[config.mk]
export PLATFORM = sky130hd
export DESIGN_NAME = cp0_irq_unit
export DESIGN_NICKNAME = d
export VERILOG_FILES = /design/src/rtl/cp0_irq_unit.sv
export SDC_FILE = /design/constraint.sdc
export NUM_CORES = 1
export LEC_CHECK = 0
export ABC_AREA = 1
export BUFFER_PORTS_ARGS = -buffer_cell sky130_fd_sc_hd__buf_4
export CORE_MARGIN = 2
export CORE_UTILIZATION = 23
export DETAILED_ROUTE_END_ITERATION = 6
export GPL_TIMING_DRIVEN = 1
export PLACE_DENSITY = 0.44
export RECOVER_POWER = 100
export SLEW_MARGIN = 10
export SYNTH_ARGS = -nofsm -noshare
export SYNTH_HDL_FRONTEND = slang
export SYNTH_SLANG_ARGS = --single-unit
export TNS_END_PERCENT = 5
[constraint.sdc]
create_clock -name clk -period 4.5 [get_ports clk]
set_clock_uncertainty 0.1 [all_clocks]
set_input_delay 0.675 -clock clk [delete_from_list [all_inputs] [get_ports clk]]
set_output_delay 0.675 -clock clk [all_outputs]
set_load 0.005 [all_outputs]
[src/rtl/cp0_irq_unit.sv]
// cp0_irq_unit: coprocessor-0 exception/interrupt unit beside the M stage.
// Holds SR (12), Cause (13), EPC (14) and PRId (15), arbitrates the M-stage
// exception code against HW_IRQ_N level interrupt lines and raises a
// single-cycle redirect request towards EXC_VECTOR.
// Optional build macro: CP0_IRQ_SYNC_EN adds a 2-flop synchroniser per line.
module cp0_irq_unit #(
    parameter int unsigned HW_IRQ_N   = 6,
    parameter logic [31:0] EXC_VECTOR = 32'h0000_4180,
    parameter logic [31:0] PRID       = 32'h0000_0000
) (
    input  logic                clk,
    input  logic                reset_n,
    input  logic                we,
    input  logic [4:0]          addr,
    input  logic [31:0]         wdata,
    output logic [31:0]         rdata,
    input  logic [31:0]         pc,
    input  logic                bd,
    input  logic [4:0]          exc_code,
    input  logic [HW_IRQ_N-1:0] hw_int,
    input  logic                eret,
    output logic                req,
    output logic [31:0]         vector,
    output logic [31:0]         epc
);

    localparam logic [4:0] REG_SR    = 5'd12;
    localparam logic [4:0] REG_CAUSE = 5'd13;
    localparam logic [4:0] REG_EPC   = 5'd14;
    localparam logic [4:0] REG_PRID  = 5'd15;

    // SR fields
    logic [HW_IRQ_N-1:0] sr_im;
    logic                sr_exl;
    logic                sr_ie;

    // Cause fields
    logic                cause_bd;
    logic [HW_IRQ_N-1:0] cause_ip;
    logic [4:0]          cause_exc;

    logic [31:0]         epc_q;

    logic [HW_IRQ_N-1:0] irq_eff;
    logic                int_req;
    logic                exc_req;
    logic [31:0]         epc_next;
    logic [31:0]         sr_val;
    logic [31:0]         cause_val;

`ifdef CP0_IRQ_SYNC_EN
    logic [HW_IRQ_N-1:0] sync_q1;
    logic [HW_IRQ_N-1:0] sync_q2;

    // Two-flop synchroniser per interrupt line
    always_ff @(posedge clk or negedge reset_n) begin
        if (!reset_n) begin
            sync_q1 <= '0;
            sync_q2 <= '0;
        end else begin
            sync_q1 <= hw_int;
            sync_q2 <= sync_q1;
        end
    end

    assign irq_eff = sync_q2;
`else
    assign irq_eff = hw_int;
`endif

    // Request arbitration; gated by reset_n so nothing is requested while
    // reset is held, even if exc_code is nonzero.
    assign int_req = reset_n & (|(irq_eff & sr_im)) & sr_ie & ~sr_exl;
    assign exc_req = reset_n & (exc_code != 5'd0) & ~sr_exl;
    assign req     = int_req | exc_req;
    assign vector  = req ? EXC_VECTOR : 32'h0000_0000;
    assign epc     = epc_q;

    // EPC capture target: delay-slot instructions restart at the branch
    always_comb begin
        epc_next = bd ? (pc - 32'd4) : pc;
        epc_next[1:0] = 2'b00;
    end

    // SR update: request sets EXL and discards mtc0; else eret, then mtc0
    always_ff @(posedge clk or negedge reset_n) begin
        if (!reset_n) begin
            sr_im  <= '0;
            sr_exl <= 1'b0;
            sr_ie  <= 1'b0;
        end else if (req) begin
            sr_exl <= 1'b1;
        end else begin
            if (eret) begin
                sr_exl <= 1'b0;
            end
            if (we && (addr == REG_SR)) begin
                sr_im  <= wdata[10 +: HW_IRQ_N];
                sr_exl <= wdata[1];
                sr_ie  <= wdata[0];
            end
        end
    end

    // Cause update: IP tracks the lines every cycle, BD/ExcCode on request
    always_ff @(posedge clk or negedge reset_n) begin
        if (!reset_n) begin
            cause_bd  <= 1'b0;
            cause_ip  <= '0;
            cause_exc <= 5'd0;
        end else begin
            cause_ip <= irq_eff;
            if (req) begin
                cause_bd  <= bd;
                cause_exc <= int_req ? 5'd0 : exc_code;
            end
        end
    end

    // EPC update: request capture has priority over an mtc0 write
    always_ff @(posedge clk or negedge reset_n) begin
        if (!reset_n) begin
            epc_q <= '0;
        end else if (req) begin
            epc_q <= epc_next;
        end else if (we && (addr == REG_EPC)) begin
            epc_q <= {wdata[31:2], 2'b00};
        end
    end

    // Assemble the readable register images
    always_comb begin
        sr_val = '0;
        sr_val[10 +: HW_IRQ_N] = sr_im;
        sr_val[1] = sr_exl;
        sr_val[0] = sr_ie;

        cause_val = '0;
        cause_val[31] = cause_bd;
        cause_val[10 +: HW_IRQ_N] = cause_ip;
        cause_val[6:2] = cause_exc;
    end

    // mfc0 read mux, showing pre-edge contents
    always_comb begin
        rdata = '0;
        case (addr)
            REG_SR:    rdata = sr_val;
            REG_CAUSE: rdata = cause_val;
            REG_EPC:   rdata = epc_q;
            REG_PRID:  rdata = PRID;
            default:   rdata = '0;
        endcase
    end

endmodule

# [Yosys cells after proc, flatten, opt, wreduce, memory -nomap -nowiden]
# Index checks and enable logic that the tools add are counted.
[word_totals] output_inout_bits=97 word_cells=36 ram_bits=0 in_bits=85 mem_bits_ro=0 latchBits=0 register_bits=52 mem_count=0
[classes] order_cmp=0 n_reduce_logical=7 n_shift=0 mul=0 add_sub_neg=1 mux=9 div_mod_pow=0 n_eq_ne=3 bitwise=9
[op_table] cell="32-bit two-way mux" count=3
[op_table] cell="32-bit case mux with 3 select lines" count=1
[op_table] cell="32-bit by 3-bit subtractor with 32-bit output, second input constant" count=1
[op_table] cell="5-bit by 4-bit equality test with 1-bit output, second input constant" count=3
[op_table] cell="15-bit two-way mux" count=1
[op_table] cell="6-bit AND" count=1
[op_table] cell="6-bit OR reduction" count=1
[op_table] cell="1-bit AND" count=5
[op_table] cell="5-bit two-way mux" count=1
[op_table] cell="5-bit nonzero test" count=1
[op_table] cell="1-bit two-way mux" count=3
[op_table] cell="3-bit nonzero test" count=1
[op_table] cell="1-bit logical AND" count=2
[op_table] cell="1-bit inverter" count=2
[op_table] cell="2-bit AND reduction" count=1
[op_table] cell="2-bit nonzero test" count=1
[op_table] cell="1-bit bitwise OR" count=1

# [Depth between registers and ports, before layout]
# Gate-level depths: netlist of the first run.
[depth] depth_word=8 mapped_depth=12 mapped_depth_nobuf=12

# [Worst setup path before layout of the first run]
# Ideal clock, no wire load.
[synth_path] path_kind="input port to output port" start="in hw_int[3]" end="out vector[14]" arrival_time_ns=1.549 n_path_buf=2 t_required_ns=3.725 path_stages=8 setup_slack_ns=2.176 cell_sequence="nand2_1 nand3_1 o21ai_2 nand2_1 nand2_2 inv_2 buf_2 buf_4"
[synth_between] elab_chain_len=7
[synth_lines] item="start: declaration" line_no="20" rtl="input logic [HW_IRQ_N-1:0] hw_int,"
[synth_lines] item="6-bit AND" line_no="73" rtl="assign int_req = reset_n & (|(irq_eff & sr_im)) & sr_ie & ~sr_exl;"
[synth_lines] item="6-bit OR reduction" line_no="73"
[synth_lines] item="1-bit AND (3 in a row)" line_no="73"
[synth_lines] item="1-bit bitwise OR" line_no="75" rtl="assign req = int_req | exc_req;"
[synth_lines] item="named net req" line_no="22" rtl="output logic req,"
[synth_lines] item="15-bit two-way mux" line_no="76" rtl="assign vector = req ? EXC_VECTOR : 32'h0000_0000;"
[synth_lines] item="end: declaration" line_no="23" rtl="output logic [31:0] vector,"
# The timed path passes the listed nets, and every way through them passes these cells.

# [Final worst setup path of the first run]
[layout_path] start="in hw_int[1]" end="out vector[8]"
[layout_between] elab_chain_len=7
[layout_lines] item="6-bit AND" line_no="73"
[layout_lines] item="6-bit OR reduction" line_no="73"
[layout_lines] item="1-bit AND (3 in a row)" line_no="73"
[layout_lines] item="1-bit bitwise OR" line_no="75"
[layout_lines] item="15-bit two-way mux" line_no="76"
# Every way passes these cells.

==> flow_metrics.env, run 1 <==
export IMPL_grt_ovfl_total=0
export IMPL_worstSkewPairLatency_ns=0.30
export IMPL_rsz0062_at_grt="no"
export IMPL_drtIter0Drc=185
export IMPL_antenna_left=0
export IMPL_crit_path_frequent_cell="nand2_1"
export IMPL_path_clk_slew_ns=0.07
export IMPL_syn_inst=577
export IMPL_hold_violations=0
export IMPL_die_x_um=132.5
export IMPL_cts_sinks=50
export IMPL_routed_wl_um=13210
export IMPL_p_leak_uw=0.002668
export IMPL_multi_input_area_mm2=0.001973
export IMPL_fmax_ghz=0.2840
export IMPL_setup_tns_ns=0
export IMPL_post_cts_buffers=0
export IMPL_arrival_ns=2.75
export IMPL_power_density_mw_per_mm2=293.1
export IMPL_h_tree_depth=2
export IMPL_vias=3909
export IMPL_portBuffers=148
export IMPL_cts_root_buffer_cell="clkbuf_16"
export IMPL_layout_drive_gt1_share_pct=23.46
export IMPL_hpwlAfterDp_um=10710
export IMPL_drv_slew=51
export IMPL_max_slew_margin_pct=-87.36
export IMPL_cts_made_buffers=5
export IMPL_crit_required_ns=3.72
export IMPL_drc=0
export IMPL_max_stage_delay_ns=0.96
export IMPL_synth_cell_types=35
export IMPL_diodes=0
export IMPL_cts_buffer_depth=2
export IMPL_drt_wirelength_per_cell_um=14.17
export IMPL_peakVddDrop_v=0.0001477
export IMPL_drv_cap=1
export IMPL_fin_crit_sh_pct=78.24
export IMPL_grt_max_degree=51
export IMPL_rows=46
export IMPL_antenna_found_initial=0
export IMPL_path_class="primary input to output pin"
export IMPL_outcome="finished, violations left"
export IMPL_finalNetCount=801
export IMPL_grt_total_usage_pct=14.99
export IMPL_min_path_type="flop to flop"
export IMPL_start_kind="primary input"
export IMPL_ys_warnings_count=0
export IMPL_ys_ff_latch=50
export IMPL_grt_pass1_vias=3987
export IMPL_cts_repair_resized=0
export IMPL_avgSynthCellArea_um2=6.579
export IMPL_avgViaCountPerCell=4.194
export IMPL_crit_chain="clkbuf_1 -> nand2_1 -> nand3_1 -> o21ai_2 -> nand2_1 -> nand2_1 -> inv_1 -> clkbuf_4"
export IMPL_cts_tree="yes"
export IMPL_ctsHoldBuffers=0
export IMPL_area_growth_pct=32.60
export IMPL_grt_pass1_wl_um=20930
export IMPL_syn_area_mm2=0.003796
export IMPL_seq_area_mm2=0.001251
export IMPL_die_h_um=132.5
export IMPL_crit_fanout=33
export IMPL_cp_slowest_cell="inv_1"
export IMPL_dr_pass1_iters=4
export IMPL_ys_seq_area_share_pct=32.96
export IMPL_violations="max-capacitance violations, max-slew violations"
export IMPL_setup_viol=0
export IMPL_worst_pin_slew_ns=2.810
export IMPL_coreArea_mm2=0.01600
export IMPL_start_util_pct=23.73
export IMPL_end_kind="output pin"
export IMPL_whs_ns=0.4020
export IMPL_finalWeightedCongestion=0.8225
export IMPL_period_needed_ns=3.521
export IMPL_io_pins=182
export IMPL_die_area_mm2=0.01755
export IMPL_nFillCells=1876
[state kept, by name (all words and copies together) (netlist names)]
signal and count:
cause_bd 1, cause_ip 6, sr_im 6, epc 30, sr_exl 1, cause_exc 5
sr_ie 1
[final cells by class]
type                       count  area share (%)
clock buffer                   5           2.486
clock inverter                 3          0.5717
inverter                      81           6.040
multi-input combinational    427           39.20
sequential                    50           24.86
tap                          216           5.369
timing repair buffer         150           21.48
[power by group]
group / total (µW) / internal (µW) / switching [µW]
clock: 415 / 214 / 201
combinational: 443 / 205 / 239
sequential: 617 / 548 / 69.0
total: 1480 / 967 / 509
[synth_stat cells, drive strengths merged]
library cell / instances / share of area (%)
dfrtp: 50 / 33
nand3: 33 / 4.9
nor3: 7 / 1.1
o21ai: 47 / 6.3
inv: 81 / 8.0
o311ai: 1 / 0.23
nand3b: 1 / 0.20
buf: 48 / 9.3
a21oi: 8 / 1.1
o211ai: 1 / 0.20
a22o: 1 / 0.23
clkbuf: 1 / 0.099
nor2: 79 / 9.8
o22ai: 3 / 0.49
and2: 1 / 0.16
nand2: 186 / 19
ha: 1 / 0.33
nand4: 8 / 1.3
xnor2: 4 / 0.92
xor2: 15 / 3.5
conb: 1 / 0.099
[stage by stage]
step | power, µW | utilization, % | setup slack (ns) | area (µm²) | instances
after floorplan | 861.4 | - | 2.176 | 3909 | 607
after detailed placement | 1107 | 30.94 | 1.501 | 4950 | 924
after global routing | 1588 | 31.46 | 0.7216 | 5034 | 932
final | 1475 | 31.46 | 0.9793 | 5034 | 932
after CTS | 1525 | 31.90 | 1.529 | 5104 | 932
after global placement | 1097 | 30.94 | 1.506 | 4950 | 924
[critical path: cells and delay by family]
kind | cells | cell delay, ns
and+or+nand+nor | 4 | 0.56
buffers and inverters | 3 | 1.39
AOI/OAI and AO/OA | 1 | 0.10
[layer usage]
metal	up-vias	GRT usage [%]	wire (µm)
li1	1983	-	-
met1	1799	18.48	5760
met2	110	25.99	6424
met3	17	3.487	768
met4	0	4.480	251
met5	-	0	0
[cell families (layout without fill, tap and decap cells)]
| family | after synthesis | in the layout | synth area share, % |
|---|---|---|---|
| flops | 50 | 50 | 32.96 |
| xor+xnor | 19 | 19 | 4.384 |
| fa+ha+maj | 1 | 1 | 0.3295 |
| simple gates | 315 | 315 | 36.35 |
| compound gates | 61 | 61 | 8.504 |
| buf+inv | 130 | 239 | 17.37 |
| other cells | 1 | 31 | 0.09878 |
[placed cells by master (no fill, tap or decap), drive strengths merged]
cell type | synthesis | final
and2 | 1 | 1
a22o | 1 | 1
a21oi | 8 | 8
nor3 | 7 | 7
inv | 81 | 83
dfrtp | 50 | 50
o21ai | 47 | 47
clkinv | 0 | 1
nor2 | 79 | 79
ha | 1 | 1
conb | 1 | 31
nand4 | 8 | 8
xnor2 | 4 | 4
o311ai | 1 | 1
nand2 | 186 | 186
nand3 | 33 | 33
nand3b | 1 | 1
clkbuf | 1 | 72
xor2 | 15 | 15
buf | 48 | 83
o22ai | 3 | 3
o211ai | 1 | 1
[path summary, 6_finish.rpt]
check	slack (ns)	start	cells after the start	to
worst max-delay path	0.98	hw_int[1]	8	vector[8]
worst min-delay path	0.40	cause_bd	2	cause_bd
worst max register to register	1.29	sr_im[5]	9	sr_ie
worst min register to register	0.40	cause_bd	2	cause_bd
max in group asynchronous	1.39	reset_n	2	sr_exl
min in group asynchronous	1.33	reset_n	2	epc[18]
Power figures use the tool's default switching activity.
==> inputs of run 2 (changes only) <==
ABC_AREA = 0   (was 1)
clock period = 3.47 ns   (was 4.5 ns; I/O delays follow)
==> run 2 against run 1 <==
Against the previous run:
- the flow now finishes without violations
- synthesized cell count decreased by 38%
- hold slack worse by 0.15 ns
- register-to-register slack worse by 0.52 ns
- power grew 29%
- critical path depth is 3 lower
- non-clock buffer count increased by 9
- clock-buffer cell count unchanged
- global-route usage increased by 0.73 points
==> flow_metrics.env, run 2 <==
export IMPL_outcome="completed"
export IMPL_grt_pass1_vias=3410
export IMPL_power_density_mw_per_mm2=400.8
export IMPL_whs_ns=0.2487
export IMPL_min_path_type="primary input to flop"
export IMPL_crit_chain="clkbuf_1 -> nor2b_1 -> and2_1 -> a22o_1 -> clkbuf_4"
export IMPL_hold_end="cause_ip[1]"
export IMPL_synth_edf_count=0
export IMPL_die_area_mm2=0.01615
export IMPL_crit_fanout=12
export IMPL_syn_area_mm2=0.003483
export IMPL_worstHoldPathCells=1
export IMPL_max_stage_delay_ns=0.65
export IMPL_final_cells=680
export IMPL_cts_tree="yes"
export IMPL_rrSetupSlack_ns=0.77
export IMPL_crit_family="simple AND/OR/NAND/NOR gates"
export IMPL_post_cts_buffers=0
export IMPL_fin_crit_sh_pct=89.37
export IMPL_peakVddDrop_v=0.0001819
export IMPL_crit_required_ns=2.85
export IMPL_cts_root_buffer_cell="clkbuf_16"
export IMPL_drv_cap=0
export IMPL_path_clk_slew_ns=0.08
export IMPL_synthTopCellsByArea="dfrtp_1, mux2i_1, buf_4"
export IMPL_drc=0
export IMPL_critPathLaunch="addr[0]"
export IMPL_arrival_ns=2.48
export IMPL_cts_buffer_depth=2
export IMPL_dr_pass1_iters=5
export IMPL_synth_cell_types=48
export IMPL_coreArea_mm2=0.01464
export IMPL_hold_violations=0
export IMPL_max_slew_margin_pct=10.83
export IMPL_ys_flop_type="dfrtp_1"
export IMPL_antenna_left=0
export IMPL_worstReg2RegStart="sr_im[3]"
export IMPL_area_growth_pct=36.78
export IMPL_ff2ff_path_depth=4
export IMPL_avgSynthCellArea_um2=9.812
export IMPL_grt_pass1_wl_um=19690
export IMPL_antenna_found_initial=0
export IMPL_cts_repair_resized=0
export IMPL_worstSkewPairLatency_ns=0.30
export IMPL_routed_wl_um=12880
export IMPL_drt_wirelength_per_cell_um=18.94
export IMPL_ys_seq_area_share_pct=35.92
export IMPL_start_util_pct=23.79
export IMPL_io_pins=182
export IMPL_hpwlAfterDp_um=9833
export IMPL_setup_tns_ns=0
export IMPL_cts_made_buffers=5
export IMPL_critPathBufInv=2
export IMPL_die_x_um=127.1
export IMPL_avgViaCountPerCell=4.868
export IMPL_syn_inst=355
export IMPL_grt_ovfl_total=0
export IMPL_h_tree_depth=2
export IMPL_start_kind="primary input"
export IMPL_largest_reg_flops=30
export IMPL_dpl_worst_slack_ns=0.6371
export IMPL_diodes=0
export IMPL_synth_common_cells="dfrtp_1, mux2i_1, buf_4, and3_1, clkbuf_1"
export IMPL_ctsHoldBuffers=0
export IMPL_r2r_end="sr_ie"
export IMPL_synth_top_area_share_pct=35.92
export IMPL_vias=3310
export IMPL_mostFrequentLayoutCells="buf_4, clkbuf_4, dfrtp_1"
export IMPL_cp_depth=5
export IMPL_path_class="primary input to output pin"
export IMPL_die_h_um=127.1
export IMPL_ys_warnings_count=0
export IMPL_rows=44
export IMPL_nFillCells=1557
export IMPL_p_leak_uw=0.002256
export IMPL_async_flop_share_pct=100.0
export IMPL_dp_cells=672
export IMPL_fmax_ghz=0.3225
export IMPL_min_from="hw_int[1]"
export IMPL_worst_pin_slew_ns=1.338
export IMPL_grt_total_usage_pct=15.71
export IMPL_finalWeightedCongestion=0.7921
export IMPL_post_route_util_pct=32.54
export IMPL_drtIter0Drc=155
export IMPL_yosys_area_top_type="dfrtp_1"
export IMPL_setup_viol=0
export IMPL_end_kind="output pin"
export IMPL_layout_commonest_cell="buf_4"
export IMPL_drv_slew=0
export IMPL_fin_ws_ns=0.3688
export IMPL_grt_max_degree=51
export IMPL_rsz0062_at_grt="no"
export IMPL_period_needed_ns=3.101
export IMPL_cts_sinks=50
export IMPL_yosysMostFrequentCell="dfrtp_1"
export IMPL_portBuffers=148
export IMPL_layout_drive_gt1_share_pct=34.48
export IMPL_finalNetCount=581
export IMPL_cp_slowest_cell="and2_1"
export IMPL_ys_ff_latch=50
-- run 2: cell count changes in the layout (fill, tap and decap cells not counted), sizes merged, moves of 20 or more --
| cell | delta |
|---|---|
| nand3 | -27 |
| nand2 | -175 |
| and3 | +20 |
| o21ai | -34 |
| mux2i | +35 |
| inv | -75 |
| nor2 | -72 |
-- run 2: kinds of logic (layout without fill, tap and decap cells) --
logic type	after synthesis	count (layout)	synth area share (%)
flip-flops	50	50	35.92
AND/OR/NAND/NOR	112	112	21.77
other	1	31	0.1077
buffers and inverters	62	173	10.49
adder cells (fa/ha/maj)	1	1	0.3591
AO/OA/AOI/OAI	72	72	15.19
XOR/XNOR	14	14	3.520
multiplexers	43	43	12.64
-- run 2: layout make-up --
class                           instances  area, µm²  share of cell area, %
Tap cell                              184      230.2                  4.832
Inverter                                6      22.52                 0.4727
Clock inverter                          3      28.78                 0.6040
Timing Repair Buffer                  159       1130                  23.71
Clock buffer                            5      125.1                  2.626
Multi-Input combinational cell        273       1977                  41.49
Sequential cell                        50       1251                  26.26
-- run 2: metrics by stage --
stage,power [µW],instance area [µm²]
CTS,1961,4836
detailed placement,1422,4682
global route,2025,4765
floorplan,1077,3596
finish,1910,4765
global placement,1411,4682
-- run 2: worst max path at each step --
| stage | end | slack, ns |
|---|---|---|
| 2_1_floorplan | vector[14] | 0.94 |
| 3_3_place_gp | rdata[4] | 0.63 |
| 3_5_place_dp | rdata[2] | 0.64 |
| 4_1_cts | req | 0.48 |
| 5_1_grt | epc[13] | 0.23 |
| 6_report | rdata[3] | 0.37 |
-- run 2: layer usage --
| layer | global-route usage [%] | share of wire [%] | up-vias |
|---|---|---|---|
| met4 | 3.297 | 0.71 | 0 |
| met1 | 21.03 | 47 | 1604 |
| met5 | 0 | 0 | - |
| li1 | - | - | 1589 |
| met3 | 3.183 | 5.1 | 6 |
| met2 | 26.41 | 47 | 111 |
-- run 2: power breakdown --
group          internal, µW  switching (µW)
combinational           299             260
sequential              713             104
clock                   277             257
total                  1290             621
==> inputs of run 3 (changes only) <==
CELL_PAD_IN_SITES_DETAIL_PLACEMENT = 0   (was not set)
CELL_PAD_IN_SITES_GLOBAL_PLACEMENT = 1   (was not set)
PLACE_DENSITY = 0.58   (was 0.44)
==> run 3 against run 2 <==
Against the previous run:
- core utilization grew 0.060 points
- combinational power is essentially flat
- sequential share of layout area is essentially flat
- highest routed layer unchanged
==> flow_metrics.env, run 3 (synthesis gave the netlist of run 2 again) <==
export IMPL_p_leak_uw=0.002260
export IMPL_rows=44
export IMPL_drv_cap=0
export IMPL_io_pins=182
export IMPL_drc=0
export IMPL_largest_reg_flops=30
export IMPL_grt_pass1_vias=3185
export IMPL_outcome="completed"
export IMPL_setup_tns_ns=0
export IMPL_fmax_ghz=0.3339
export IMPL_hold_violations=0
export IMPL_crit_family="buffers and inverters"
export IMPL_power_density_mw_per_mm2=396.1
export IMPL_period_needed_ns=2.995
export IMPL_rsz0062_at_grt="no"
export IMPL_ff2ff_path_depth=5
export IMPL_layout_drive_gt1_share_pct=35.08
export IMPL_p_total_uw=1891
export IMPL_max_slew_margin_pct=6.952
export IMPL_mostFrequentLayoutCells="buf_4, clkbuf_4, dfrtp_1"
export IMPL_cts_buffer_depth=2
export IMPL_ctsHoldBuffers=0
export IMPL_cts_tree="yes"
export IMPL_crit_fanout=31
export IMPL_whs_ns=0.2602
export IMPL_avgViaCountPerCell=4.894
export IMPL_min_path_type="primary input to flop"
export IMPL_cts_repair_resized=0
export IMPL_path_class="primary input to output pin"
export IMPL_arrival_ns=2.37
export IMPL_final_cells=680
export IMPL_dp_cells=672
export IMPL_grt_max_degree=51
export IMPL_grt_total_usage_pct=14.51
export IMPL_drtIter0Drc=171
export IMPL_grt_ovfl_total=0
export IMPL_r2r_end="cause_bd"
export IMPL_h_tree_depth=2
export IMPL_layout_commonest_cell="buf_4"
export IMPL_critPathLaunch="addr[0]"
export IMPL_cts_root_buffer_cell="clkbuf_16"
export IMPL_drv_slew=0
export IMPL_nFillCells=1579
export IMPL_critPathBufInv=3
export IMPL_drt_wirelength_per_cell_um=17.99
export IMPL_routed_wl_um=12240
export IMPL_post_cts_buffers=0
export IMPL_die_area_mm2=0.01615
export IMPL_path_clk_slew_ns=0.07
export IMPL_peakVddDrop_v=0.0001708
export IMPL_worstReg2RegStart="sr_im[3]"
export IMPL_hold_end="cause_ip[0]"
export IMPL_finalWeightedCongestion=0.7798
export IMPL_coreArea_mm2=0.01464
export IMPL_crit_chain="buf_4 -> nor2b_1 -> clkbuf_1 -> and3_1 -> clkbuf_4"
export IMPL_setup_viol=0
export IMPL_min_from="hw_int[0]"
export IMPL_start_kind="primary input"
export IMPL_die_x_um=127.1
export IMPL_vias=3328
export IMPL_antenna_found_initial=0
export IMPL_cp_slowest_cell="clkbuf_1"
export IMPL_rrSetupSlack_ns=0.65
export IMPL_die_h_um=127.1
export IMPL_max_stage_delay_ns=0.92
export IMPL_fin_crit_sh_pct=86.30
export IMPL_start_util_pct=23.79
export IMPL_hpwlAfterDp_um=9570
export IMPL_dr_pass1_iters=4
export IMPL_area_growth_pct=37.03
export IMPL_worst_pin_slew_ns=1.396
export IMPL_antenna_left=0
export IMPL_cts_made_buffers=5
export IMPL_worstHoldPathCells=1
export IMPL_worstSkewPairLatency_ns=0.29
export IMPL_cts_sinks=50
export IMPL_portBuffers=148
export IMPL_crit_required_ns=2.85
export IMPL_finalNetCount=581
export IMPL_diodes=0
export IMPL_grt_pass1_wl_um=18400
export IMPL_end_kind="output pin"
## run 3: changes by cell type in the layout (fill, tap and decap cells not counted)
| cell | before | now |
|---|---|---|
| clkinvlp_4 | 0 | 2 |
| buf_4 | 88 | 91 |
| and2_0 | 0 | 1 |
| a311oi_1 | 0 | 1 |
| clkbuf_1 | 15 | 11 |
| and2_1 | 1 | 0 |
| a311oi_2 | 1 | 0 |
| clkbuf_2 | 3 | 1 |
| clkbuf_4 | 53 | 56 |
| inv_8 | 1 | 0 |
| clkinv_4 | 1 | 0 |
## run 3: stage by stage
stage | instance area (µm²) | util [%] | setup slack [ns]
after floorplan | 3596 | - | 0.9399
after global placement | 4682 | 31.97 | 0.8627
after detailed placement | 4682 | 31.97 | 0.8535
after CTS | 4831 | 32.99 | 0.7531
after global routing | 4773 | 32.60 | 0.3435
final | 4773 | 32.60 | 0.4754
## run 3: worst register-to-register path, stage by stage, from the launching register on
cell      delay [ns]
dfrtp_1         0.40
a22oi_1         0.29
a311oi_1        0.26
nor2_2          0.20
clkbuf_1        1.04
mux2_2          0.43
## run 3: cell type report
type	count	area, µm²	area share, %
Multi-Input combinational cell	273	1971	41.28
Tap cell	184	230.2	4.823
Clock inverter	3	23.77	0.4980
Timing Repair Buffer	159	1150	24.09
Sequential cell	50	1251	26.21
Inverter	6	22.52	0.4718
Clock buffer	5	125.1	2.621
## run 3: worst max-delay path by stage
stage / endpoint / cells after the start
5_1_grt: rdata[27] / 5
4_1_cts: vector[14] / 5
3_3_place_gp: epc[28] / 8
3_5_place_dp: epc[28] / 8
2_1_floorplan: vector[14] / 6
6_report: rdata[27] / 5
## run 3: power by group
part | internal [µW] | switching [µW]
combinational | 305 | 253
sequential | 713 | 113
clock | 270 | 236
total | 1290 | 602
## run 3: layer usage
| metal | GRT usage [%] | part of all wire (%) |
|---|---|---|
| met5 | 0 | 0 |
| met4 | 3.038 | 0.96 |
| met3 | 3.894 | 7.9 |
| met2 | 22.49 | 44 |
| met1 | 20.40 | 47 |
